`config.mk`:
```
export PLATFORM = sky130hd
export DESIGN_NAME = adder_traffic_gen
export DESIGN_NICKNAME = d
export VERILOG_FILES = /design/src/rtl/adder_tg_pkg.sv /design/src/rtl/tg_pattern.sv /design/src/rtl/adder_traffic_gen.sv
export SDC_FILE = /design/constraint.sdc
export NUM_CORES = 1
export LEC_CHECK = 0
export CAP_MARGIN = 20
export CELL_PAD_IN_SITES_DETAIL_PLACEMENT = 2
export CELL_PAD_IN_SITES_GLOBAL_PLACEMENT = 2
export CORE_MARGIN = 2
export CORE_UTILIZATION = 37
export CTS_CLUSTER_SIZE = 14
export DETAILED_ROUTE_END_ITERATION = 8
export PLACE_DENSITY = 0.95
export SYNTH_ARGS = -nofsm -noshare
export SYNTH_HDL_FRONTEND = slang
export SYNTH_SLANG_ARGS = --single-unit
```
`constraint.sdc`:
```
create_clock -name clk -period 16.04 [get_ports clk]
set_clock_uncertainty 0.2 [all_clocks]
set_input_delay 3.208 -clock clk [delete_from_list [all_inputs] [get_ports clk]]
set_output_delay 3.208 -clock clk [all_outputs]
set_load 0.005 [all_outputs]
```
`src/rtl/adder_tg_pkg.sv`:
```
// adder_tg_pkg: shared state, mode and xorshift constants for the adder traffic generator
package adder_tg_pkg;
  typedef enum logic [1:0] {IDLE, SEND, GAP, DONE} state_t;
  localparam logic [1:0] M_ZERO = 2'd0, M_THERM = 2'd1, M_TOGGLE = 2'd2, M_RAND = 2'd3;
  localparam int XS_A = 13, XS_B = 7, XS_C = 17;
endpackage

```
`src/rtl/tg_pattern.sv`:
```
// tg_pattern: combinational flit generator and xorshift64 next-state function
module tg_pattern import adder_tg_pkg::*; #(
  parameter int N = 28
) (
  input  logic [1:0]     mode,
  input  logic [7:0]     j,
  input  logic [63:0]    s,
  output logic [2*N-1:0] flit,
  output logic [63:0]    s_next
);
  logic [63:0] a, b;
  logic [2*N-1:0] mask;
  logic [7:0] c;
  // a random flit shows the state it advances to, so the first one is SEED stepped once
  always_comb begin
    a = s ^ (s << XS_A);
    b = a ^ (a >> XS_B);
    s_next = b ^ (b << XS_C);
    c = 8'(32'(j) % (2 * N + 1));
    mask = ((2*N)'(1) << c) - (2*N)'(1);
    flit = mode == M_ZERO ? '0 : mode == M_THERM ? mask : mode == M_TOGGLE ? {(2*N){j[0]}} : s_next[2*N-1:0];
  end
endmodule

```
`src/rtl/adder_traffic_gen.sv`:
```
// adder_traffic_gen: packetised flit source with pattern modes and valid/ready handshake
module adder_traffic_gen import adder_tg_pkg::*; #(
  parameter int N = 28,
  parameter int PAYLOAD = 20,
  parameter int GAP = 7,
  parameter int NPKT = 10,
  parameter logic [63:0] SEED = 64'h1
) (
  input  logic         clk,
  input  logic         rst,
  input  logic         start,
  input  logic [1:0]   mode,
  input  logic [7:0]   payload_len,
  input  logic [7:0]   gap_len,
  input  logic [7:0]   num_pkts,
  input  logic         out_ready,
  output logic         out_valid,
  output logic [N-1:0] input1,
  output logic [N-1:0] input2,
  output logic         sof,
  output logic         eof,
  output logic         busy,
  output logic         done,
  output logic [31:0]  flit_count
);
  state_t st;
  logic [1:0] md, md_e;
  logic [7:0] plen, glen, npk, j, pk, gc, plen_e, jn;
  logic [63:0] s, sn;
  logic [2*N-1:0] flit;
  logic acc, last, ld;
  // in IDLE the first flit is built from the live config, afterwards from the latched copy
  always_comb begin
    md_e = st == IDLE ? mode : md;
    plen_e = st == IDLE ? (payload_len == 8'd0 ? 8'd1 : payload_len) : plen;
    acc = out_valid && out_ready;
    last = pk == npk - 8'd1;
    jn = st == SEND && !eof ? j + 8'd1 : 8'd0;
    ld = st == IDLE ? start && num_pkts != 8'd0 :
         st == adder_tg_pkg::GAP ? gc == 8'd1 :
         st == SEND && acc && !(eof && (last || glen != 8'd0));
  end
  tg_pattern #(.N(N)) u_pat (.mode(md_e), .j(jn), .s(s), .flit(flit), .s_next(sn));
  always_ff @(posedge clk) begin
    if (rst) begin
      st <= IDLE;
      md <= M_ZERO;
      plen <= 8'(PAYLOAD);
      glen <= 8'(GAP);
      npk <= 8'(NPKT);
      j <= 8'd0;
      pk <= 8'd0;
      gc <= 8'd0;
      s <= SEED;
      out_valid <= 1'b0;
      input1 <= '0;
      input2 <= '0;
      sof <= 1'b0;
      eof <= 1'b0;
      busy <= 1'b0;
      done <= 1'b0;
      flit_count <= 32'd0;
    end else begin
      done <= 1'b0;
      if (acc) flit_count <= flit_count + 32'd1;
      if (ld) begin
        {input2, input1} <= flit;
        sof <= jn == 8'd0;
        eof <= jn == plen_e - 8'd1;
        j <= jn;
        s <= sn;
      end
      case (st)
        IDLE: if (start) begin
          md <= mode;
          plen <= plen_e;
          glen <= gap_len;
          npk <= num_pkts;
          pk <= 8'd0;
          st <= num_pkts == 8'd0 ? DONE : SEND;
          done <= num_pkts == 8'd0;
          busy <= num_pkts != 8'd0;
          out_valid <= num_pkts != 8'd0;
        end
        SEND: if (acc && eof) begin
          pk <= pk + 8'd1;
          if (last) begin
            st <= DONE;
            done <= 1'b1;
            busy <= 1'b0;
            out_valid <= 1'b0;
          end else if (glen != 8'd0) begin
            st <= adder_tg_pkg::GAP;
            gc <= glen;
            out_valid <= 1'b0;
          end
        end
        adder_tg_pkg::GAP: if (gc == 8'd1) begin
          st <= SEND;
          out_valid <= 1'b1;
        end else gc <= gc - 8'd1;
        default: st <= IDLE;
      endcase
    end
  end
endmodule

```
# == Word-level counts from Yosys, hierarchy flattened ==
# Index checks and enable logic that the tools add are counted.
# totals
elab_cells,107
input_bits,30
regBits,209
# op_classes
n_bitwise,3
n_reduce_logical,26
addsub,7
muxes,37
n_div,1
eq_ne,15
n_shift,1
# op_table
operator,n
56-bit 2-to-1 mux,3
64-bit bitwise XOR,2
8-bit 2-to-1 mux,9
64-bit by 57-bit bitwise XOR with 64-bit output,1
1-bit by 8-bit << shifter with 56-bit output (first input constant),1
56-bit by 2-bit subtractor with 56-bit output (second input constant),1
32-bit by 1-bit adder with 32-bit output (second input constant),1
8-bit by 6-bit modulo with 32-bit output (second input constant),1
8-bit case mux with 2 select lines,2
8-bit zero test,3
8-bit by 1-bit subtractor with 8-bit output (second input constant),3
8-bit by 1-bit adder with 8-bit output (second input constant),2
8-bit == test,2
8-bit nonzero test,2
2-bit 2-to-1 mux,7
1-bit 2-to-1 mux,12
5-bit AND reduction,2
8-bit by 1-bit == test with 1-bit output (second input constant),1
2-bit inequality test (second input constant),4
4-bit AND reduction,2
1-bit logical AND,7
2-bit by 1-bit inequality test with 1-bit output (second input constant),3
2-bit case mux with 3 select lines,1
2-bit by 1-bit == test with 1-bit output (second input constant),2
other kinds (11),16

# == Logic depth before layout (Yosys ltp) ==
# depth
depth_word,8
depth_mapped,32
ltp_nobuf,30

# == By module ==
# Synthesis repeated with hierarchy kept, for this count alone.
# unflattened
hier_cells,1680
area_unflattened_um2,13785.7
# by_module_without_submodules
mod,n_inst,cells_each,area_per_inst_um2
adder_traffic_gen,1,982,8981.1
tg_pattern,1,698,4804.6

# == Worst setup path after synthesis ==
# Ideal clock, no wire load.
# synth_path
path_kind,register -> register
start,register st[1]
end,register input2[2]
path_buffers,3
path_slack_ns,9.584
stages_incl_launch_ff,32
setup_time_ns,0.125
period_less_slack_ns,6.456
arrival_time_ns,6.131
cell_sequence,dfxtp_1 > inv_1 > ha_1 > nor2b_1 > buf_2 > o21a_1 > a31oi_1 > nor2_1 > ha_1 > and3b_1 > a31oi_1 > o2111a_1 > a21oi_2 > o21a_1 > xnor2_1 > inv_1 > ha_1 > or3b_1 > mux2i_1 > nand2b_1 > a31o_1 > buf_6 > mux2_4 > buf_2 > nor2_2 > nand3_1 > ha_1 > o31ai_2 > nor3_2 > nand3_2 > nor3_1 > o41a_1
# synth_via
elab_chain_cells,8
elab_cells_between_ends,19
# synth_lines
item,line_no,rtl
"start, declared",adder_traffic_gen.sv:26,state_t st;
"start signal, assigned",adder_traffic_gen.sv:80,st <= num_pkts == 8'd0 ? DONE : SEND;
"start signal, assigned",adder_traffic_gen.sv:93,st <= adder_tg_pkg::GAP;
2-bit by 1-bit == test with 1-bit output,"adder_traffic_gen.sv:38, adder_traffic_gen.sv:41",
1-bit logical AND,adder_traffic_gen.sv:38,jn = st == SEND && !eof ? j + 8'd1 : 8'd0;
8-bit 2-to-1 mux,adder_traffic_gen.sv:38,
8-bit by 6-bit modulo with 32-bit output,tg_pattern.sv:19,c = 8'(32'(j) % (2 * N + 1));
1-bit by 8-bit << shifter with 56-bit output,tg_pattern.sv:20,mask = ((2*N)'(1) << c) - (2*N)'(1);
56-bit by 2-bit subtractor with 56-bit output,tg_pattern.sv:20,
56-bit 2-to-1 mux (2 in a row),tg_pattern.sv:21,flit = mode == M_ZERO ? '0 : mode == M_THERM ? mask : mode == M_TOGGLE ? {(2*N){j[0]}} : s_next[2*N-1:0];
"end signal, assigned",adder_traffic_gen.sv:67,"{input2, input1} <= flit;"
"end, declared",adder_traffic_gen.sv:19,"output logic [N-1:0] input2,"
# Several ways; a longest one is shown, not always the timed one.
# A chain may end at the register's enable or synchronous reset.

# == Final worst setup path ==
# layout_path
start,register j[0]
end,register input2[2]
# layout_via
elab_chain_cells,7
elab_cells_between_ends,8
# layout_lines
item,line_no,rtl
"start, declared",adder_traffic_gen.sv:28,"logic [7:0] plen, glen, npk, j, pk, gc, plen_e, jn;"
"start signal, assigned",adder_traffic_gen.sv:70,j <= jn;
8-bit by 1-bit adder with 8-bit output (*),adder_traffic_gen.sv:38,
8-bit 2-to-1 mux (*),adder_traffic_gen.sv:38,
8-bit by 6-bit modulo with 32-bit output,tg_pattern.sv:19,
1-bit by 8-bit << shifter with 56-bit output,tg_pattern.sv:20,
56-bit by 2-bit subtractor with 56-bit output,tg_pattern.sv:20,
56-bit 2-to-1 mux (*) (2 in a row),tg_pattern.sv:21,
# Every way passes the cells marked *; elsewhere a longest branch is shown, timed or not.

==> results.md <==
- approximately 120 I/O pins were placed.
- The floorplan has between 60 and 70 rows.
- Across the VDD grid, the largest voltage drop is 0.107 mV.
- The most used flip-flop cell after synthesis is sky130_fd_sc_hd__dfxtp_1.
- Detailed placement finished with a half-perimeter wire length of 45200 um.
- Clock tree synthesis found a total of between 200 and 250 sinks.
- The horizontal die dimension is 194 um.
- The tool flagged a number of max-cap violations equal to 0.
- Of all cell types, the one taking the most synthesized area is sky130_fd_sc_hd__dfxtp_1.
- The proportion of synthesized flip-flops having asynchronous set or reset is 0%.
- Counting cells, the worst reg-to-reg path comes to 28.
- After layout, the worst setup slack is between 7 and 8 ns.
- The worst hold slack is ~0.3 ns.
- The register-to-register setup slack is between 7 and 8 ns.
- The die area is ~38000 um2.
- Wires add up to between 70000 and 80000 um.
- Among all stages on the critical path, the largest delay is contributed by sky130_fd_sc_hd__xnor2_1.
- Clock tree synthesis inserted a total of 26 buffers.
- The average wire per standard cell is ~32 um.
- The number of gates resized after CTS is 0.
- Yosys attributes the largest share of cell area to sky130_fd_sc_hd__dfxtp_1, sky130_fd_sc_hd__xnor2_1, sky130_fd_sc_hd__xor2_1, sky130_fd_sc_hd__a21oi_1, sky130_fd_sc_hd__nand2_1.
- Clock tree synthesis selected as its root buffer the cell sky130_fd_sc_hd__clkbuf_16.
- Counting tap cells, the placed design contains a total of 2222 instances.
- The cell area that synthesis handed to floorplanning was roughly 13000 um2.
- In this run, synthesis inferred 0 flip-flops with an integrated enable.
- Along the worst hold path, the cell count comes to 2.
- The portion of the clock cycle consumed by the worst path in the final layout is about 56%.
- The peak per-stage delay on the critical path is between 0.5 and 0.6 ns.
- The y dimension of the die is between 150 and 200 um.
- The number of global-route vias before repair is ~16000.
- The number of buffers added to fix hold violations after cts is 0.
- The number of failing hold endpoints at the final stage was 0.
- STA puts the critical path data required time at ~16 ns.
- Entering global routing, the biggest net connects 100 pins.
- The most common cell in the netlist is sky130_fd_sc_hd__dfxtp_1.
- The number of detailed-route iterations in the first pass is 5.
- For the worst-skew pair, the clock arrives at the later sink with an insertion delay of 0.56 ns.
- The final critical path time including I/O delays and setup is slightly below 9 ns.
- The headroom to the max-slew limit is 22.6%.
- The run finished with clean final reports.
- The Yosys step of the flow raised 0 warnings.
- Of the post-synthesis cell area, the dominant cell type holds 31.3%.
- Of the cells placed in the final design, the portion with a size suffix greater than 1 is 5.91%.
- The data arrival time of the worst path is slightly above 9 ns.
- The count of buffers from port buffering is 122.
- STA classifies the critical path startpoint as a register.
- Measured on the finished design, the core utilization comes to between 40% and 50%.
- The first global-routing pass estimated 107000 um of wire.
- The final number of max-transition violations is 0.
- For this configuration, the core starts out at a cell density of about 38%.
- The post-place setup slack is ~7.7 ns.
- The number of library cell types mapped by synthesis is between 80 and 90.
- After clock tree synthesis, the setup repair step added 0 buffers.
- The number of antenna violations at the first check in global routing was 5.
- The register clock-pin slew on the reported worst setup and hold paths is ~0.060 ns.
- For this run, the number of standard cells in the final layout without fillers is 2276.
- The H-tree level count is 1.
- The start-to-end type of the worst setup path is register to register.
- The global-route usage over all layers is 36.3%.
- After the last flow step, the layout net total stands at roughly 1800.
- The reported leakage power is 5.49 nW.
- In the routed design, unresolved DRC markers number 0.
- At the pin with the least slew margin, the transition time is approximately 1.2 ns.
- The total setup violations reported at the end of the flow is 0.
- Dividing the detail-routed via count by the number of cells gives about 6.6.
- The post-synthesis sequential element count is approximately 210.
- The CTS tree is built.
- At the end of routability-driven placement, the weighted congestion stood at 0.932.
- The synthesized area divided by synthesized cell count is approximately 7.7 um2.
- In this design, the critical path's most frequently occurring cell is sky130_fd_sc_hd__ha_1.
- Summing over every cut layer, the via total after detailed routing is approximately 15000.
- The aggregate negative setup slack is 0 ns.
- Sorting the synthesized cells by how often they occur yields sky130_fd_sc_hd__dfxtp_1, sky130_fd_sc_hd__nand2_1, sky130_fd_sc_hd__xnor2_1.
- The worst hold path terminates at glen[4].
- The worst register-to-register path ends at input2[2].
- From synthesis to final layout, the design area changed by 18.6%.
- The launch point of the worst hold path is glen[4].
- The number of instances in the synthesized netlist is around 1700.
- The clock passes through at most 3 buffers.
- The peak fanout along the critical path is 15.
- Based on the critical path, the design can be clocked at up to around 110 MHz.
- The net count of the mapped netlist is 1773.
- The ratio of total power to cell area is approximately 220 nW/um2.
- The post-synthesis sequential area ratio is between 30 and 40%.
- After the first detailed-routing iteration, the DRC count stood at between 1500 and 2000.
- Setup repair after global routing left no endpoint under its margin.
- The area of the core is between 30000 and 40000 um2.
- The leftover overflow at the end of global routing is 0.
- The residual antenna-violating net count after detailed routing is 0.
- The type of element capturing the critical path is a register.
- The critical register-to-register path startpoint is j[0].
- In this run the worst hold path is classified as register to register.
metrics by stage:
stage	area, um2	total power [mW]
6_report	15800	3.56
5_1_grt	15800	3.66
4_1_cts	15800	3.43
3_5_place_dp	14900	2.63
3_3_place_gp	14900	2.47
2_1_floorplan	13400	1.91
worst max-delay path by stage:
stage | start | depth (start not counted) | slack (ns) | end
after global routing | j[0] | 28 | 6.44 | input2[2]
after CTS | j[0] | 28 | 7.37 | input2[2]
final | j[0] | 28 | 7.12 | input2[2]
after global placement | j[0] | 28 | 8.20 | input2[10]
after floorplan | st[1] | 31 | 9.58 | input2[2]
after detailed placement | j[0] | 28 | 7.68 | input2[2]
flip-flops by register name, summed over array words and instances, names as in the netlist:
signal and flops:
flit_count 32, glen 8, eof 1, input2 28
done 1, busy 1, s 64, pk 8
out_valid 1, plen 8, st 2, gc 8
sof 1, j 8, input1 28, md 2
npk 8
cell usage in the layout, fill, tap and decap left out, types with 5 or more instances in the layout:
cell type / instances
sky130_fd_sc_hd__clkinv_2: 9
sky130_fd_sc_hd__o21a_1: 13
sky130_fd_sc_hd__xnor2_1: 170
sky130_fd_sc_hd__clkbuf_16: 27
sky130_fd_sc_hd__or4_1: 5
sky130_fd_sc_hd__a211oi_1: 34
sky130_fd_sc_hd__nand3b_1: 6
sky130_fd_sc_hd__a31oi_1: 27
sky130_fd_sc_hd__inv_1: 25
sky130_fd_sc_hd__dfxtp_1: 209
sky130_fd_sc_hd__and3_1: 16
sky130_fd_sc_hd__nand2b_1: 12
sky130_fd_sc_hd__ha_1: 17
sky130_fd_sc_hd__o21ai_1: 5
sky130_fd_sc_hd__o31ai_1: 9
sky130_fd_sc_hd__and2_1: 11
sky130_fd_sc_hd__xor2_1: 104
sky130_fd_sc_hd__mux2i_1: 16
sky130_fd_sc_hd__o21ai_0: 134
sky130_fd_sc_hd__o211ai_1: 13
sky130_fd_sc_hd__buf_4: 18
sky130_fd_sc_hd__or3_1: 35
sky130_fd_sc_hd__nand4_1: 21
sky130_fd_sc_hd__nand2_1: 181
sky130_fd_sc_hd__nor4_1: 14
sky130_fd_sc_hd__a311oi_1: 5
sky130_fd_sc_hd__a21oi_1: 161
sky130_fd_sc_hd__nor3_1: 51
sky130_fd_sc_hd__nor2_1: 166
sky130_fd_sc_hd__o22ai_1: 11
sky130_fd_sc_hd__nand3_1: 44
sky130_fd_sc_hd__bufinv_16: 5
sky130_fd_sc_hd__mux2_2: 5
sky130_fd_sc_hd__clkdlybuf4s50_1: 121
critical path: cells and delay by family (launching register included):
kind	cells	cell delay, ns
adder cells (fa/ha/maj)	4	1.48
XOR/XNOR	2	0.69
AO/OA/AOI/OAI	8	2.34
AND/OR/NAND/NOR	12	3.28
multiplexers	1	0.24
buffers and inverters	1	0.10
flip-flops	1	0.43
where the power goes:
group / total [mW] / leakage [nW] / switching [mW] / internal, mW
combinational: 2.07 / 3.33 / 1.37 / 0.698
clock: 0.664 / 0.453 / 0.273 / 0.391
sequential: 0.827 / 1.71 / 0.175 / 0.652
routing by layer:
metal,GRT usage [%],vias up,share of wire (%)
li1,-,6241,-
met4,19.1,2,6.6
met2,61.1,872,47
met1,44.2,7608,39
met3,6.33,303,7.0
met5,0,-,0.014
logic make-up after synthesis:
kind of cell             count (synthesis)  share of synthesized area, %
flip-flops                             209                          31.3
XOR/XNOR                               274                          18.0
buffers and inverters                  129                          3.92
multiplexers                            22                          1.73
AND/OR/NAND/NOR                        594                          21.3
AO/OA/AOI/OAI                          481                          22.1
adder cells (fa/ha/maj)                 17                          1.59
final cells by class:
type,count,area [um2]
inverter,26,97.6
tap,461,577
clock inverter,17,219
fill,4002,19700
antenna,4,10.0
timing repair buffer,141,1390
clock buffer,30,697
sequential,209,4180
multi-input combinational,1388,8670
(Power assumes the default switching activity.)
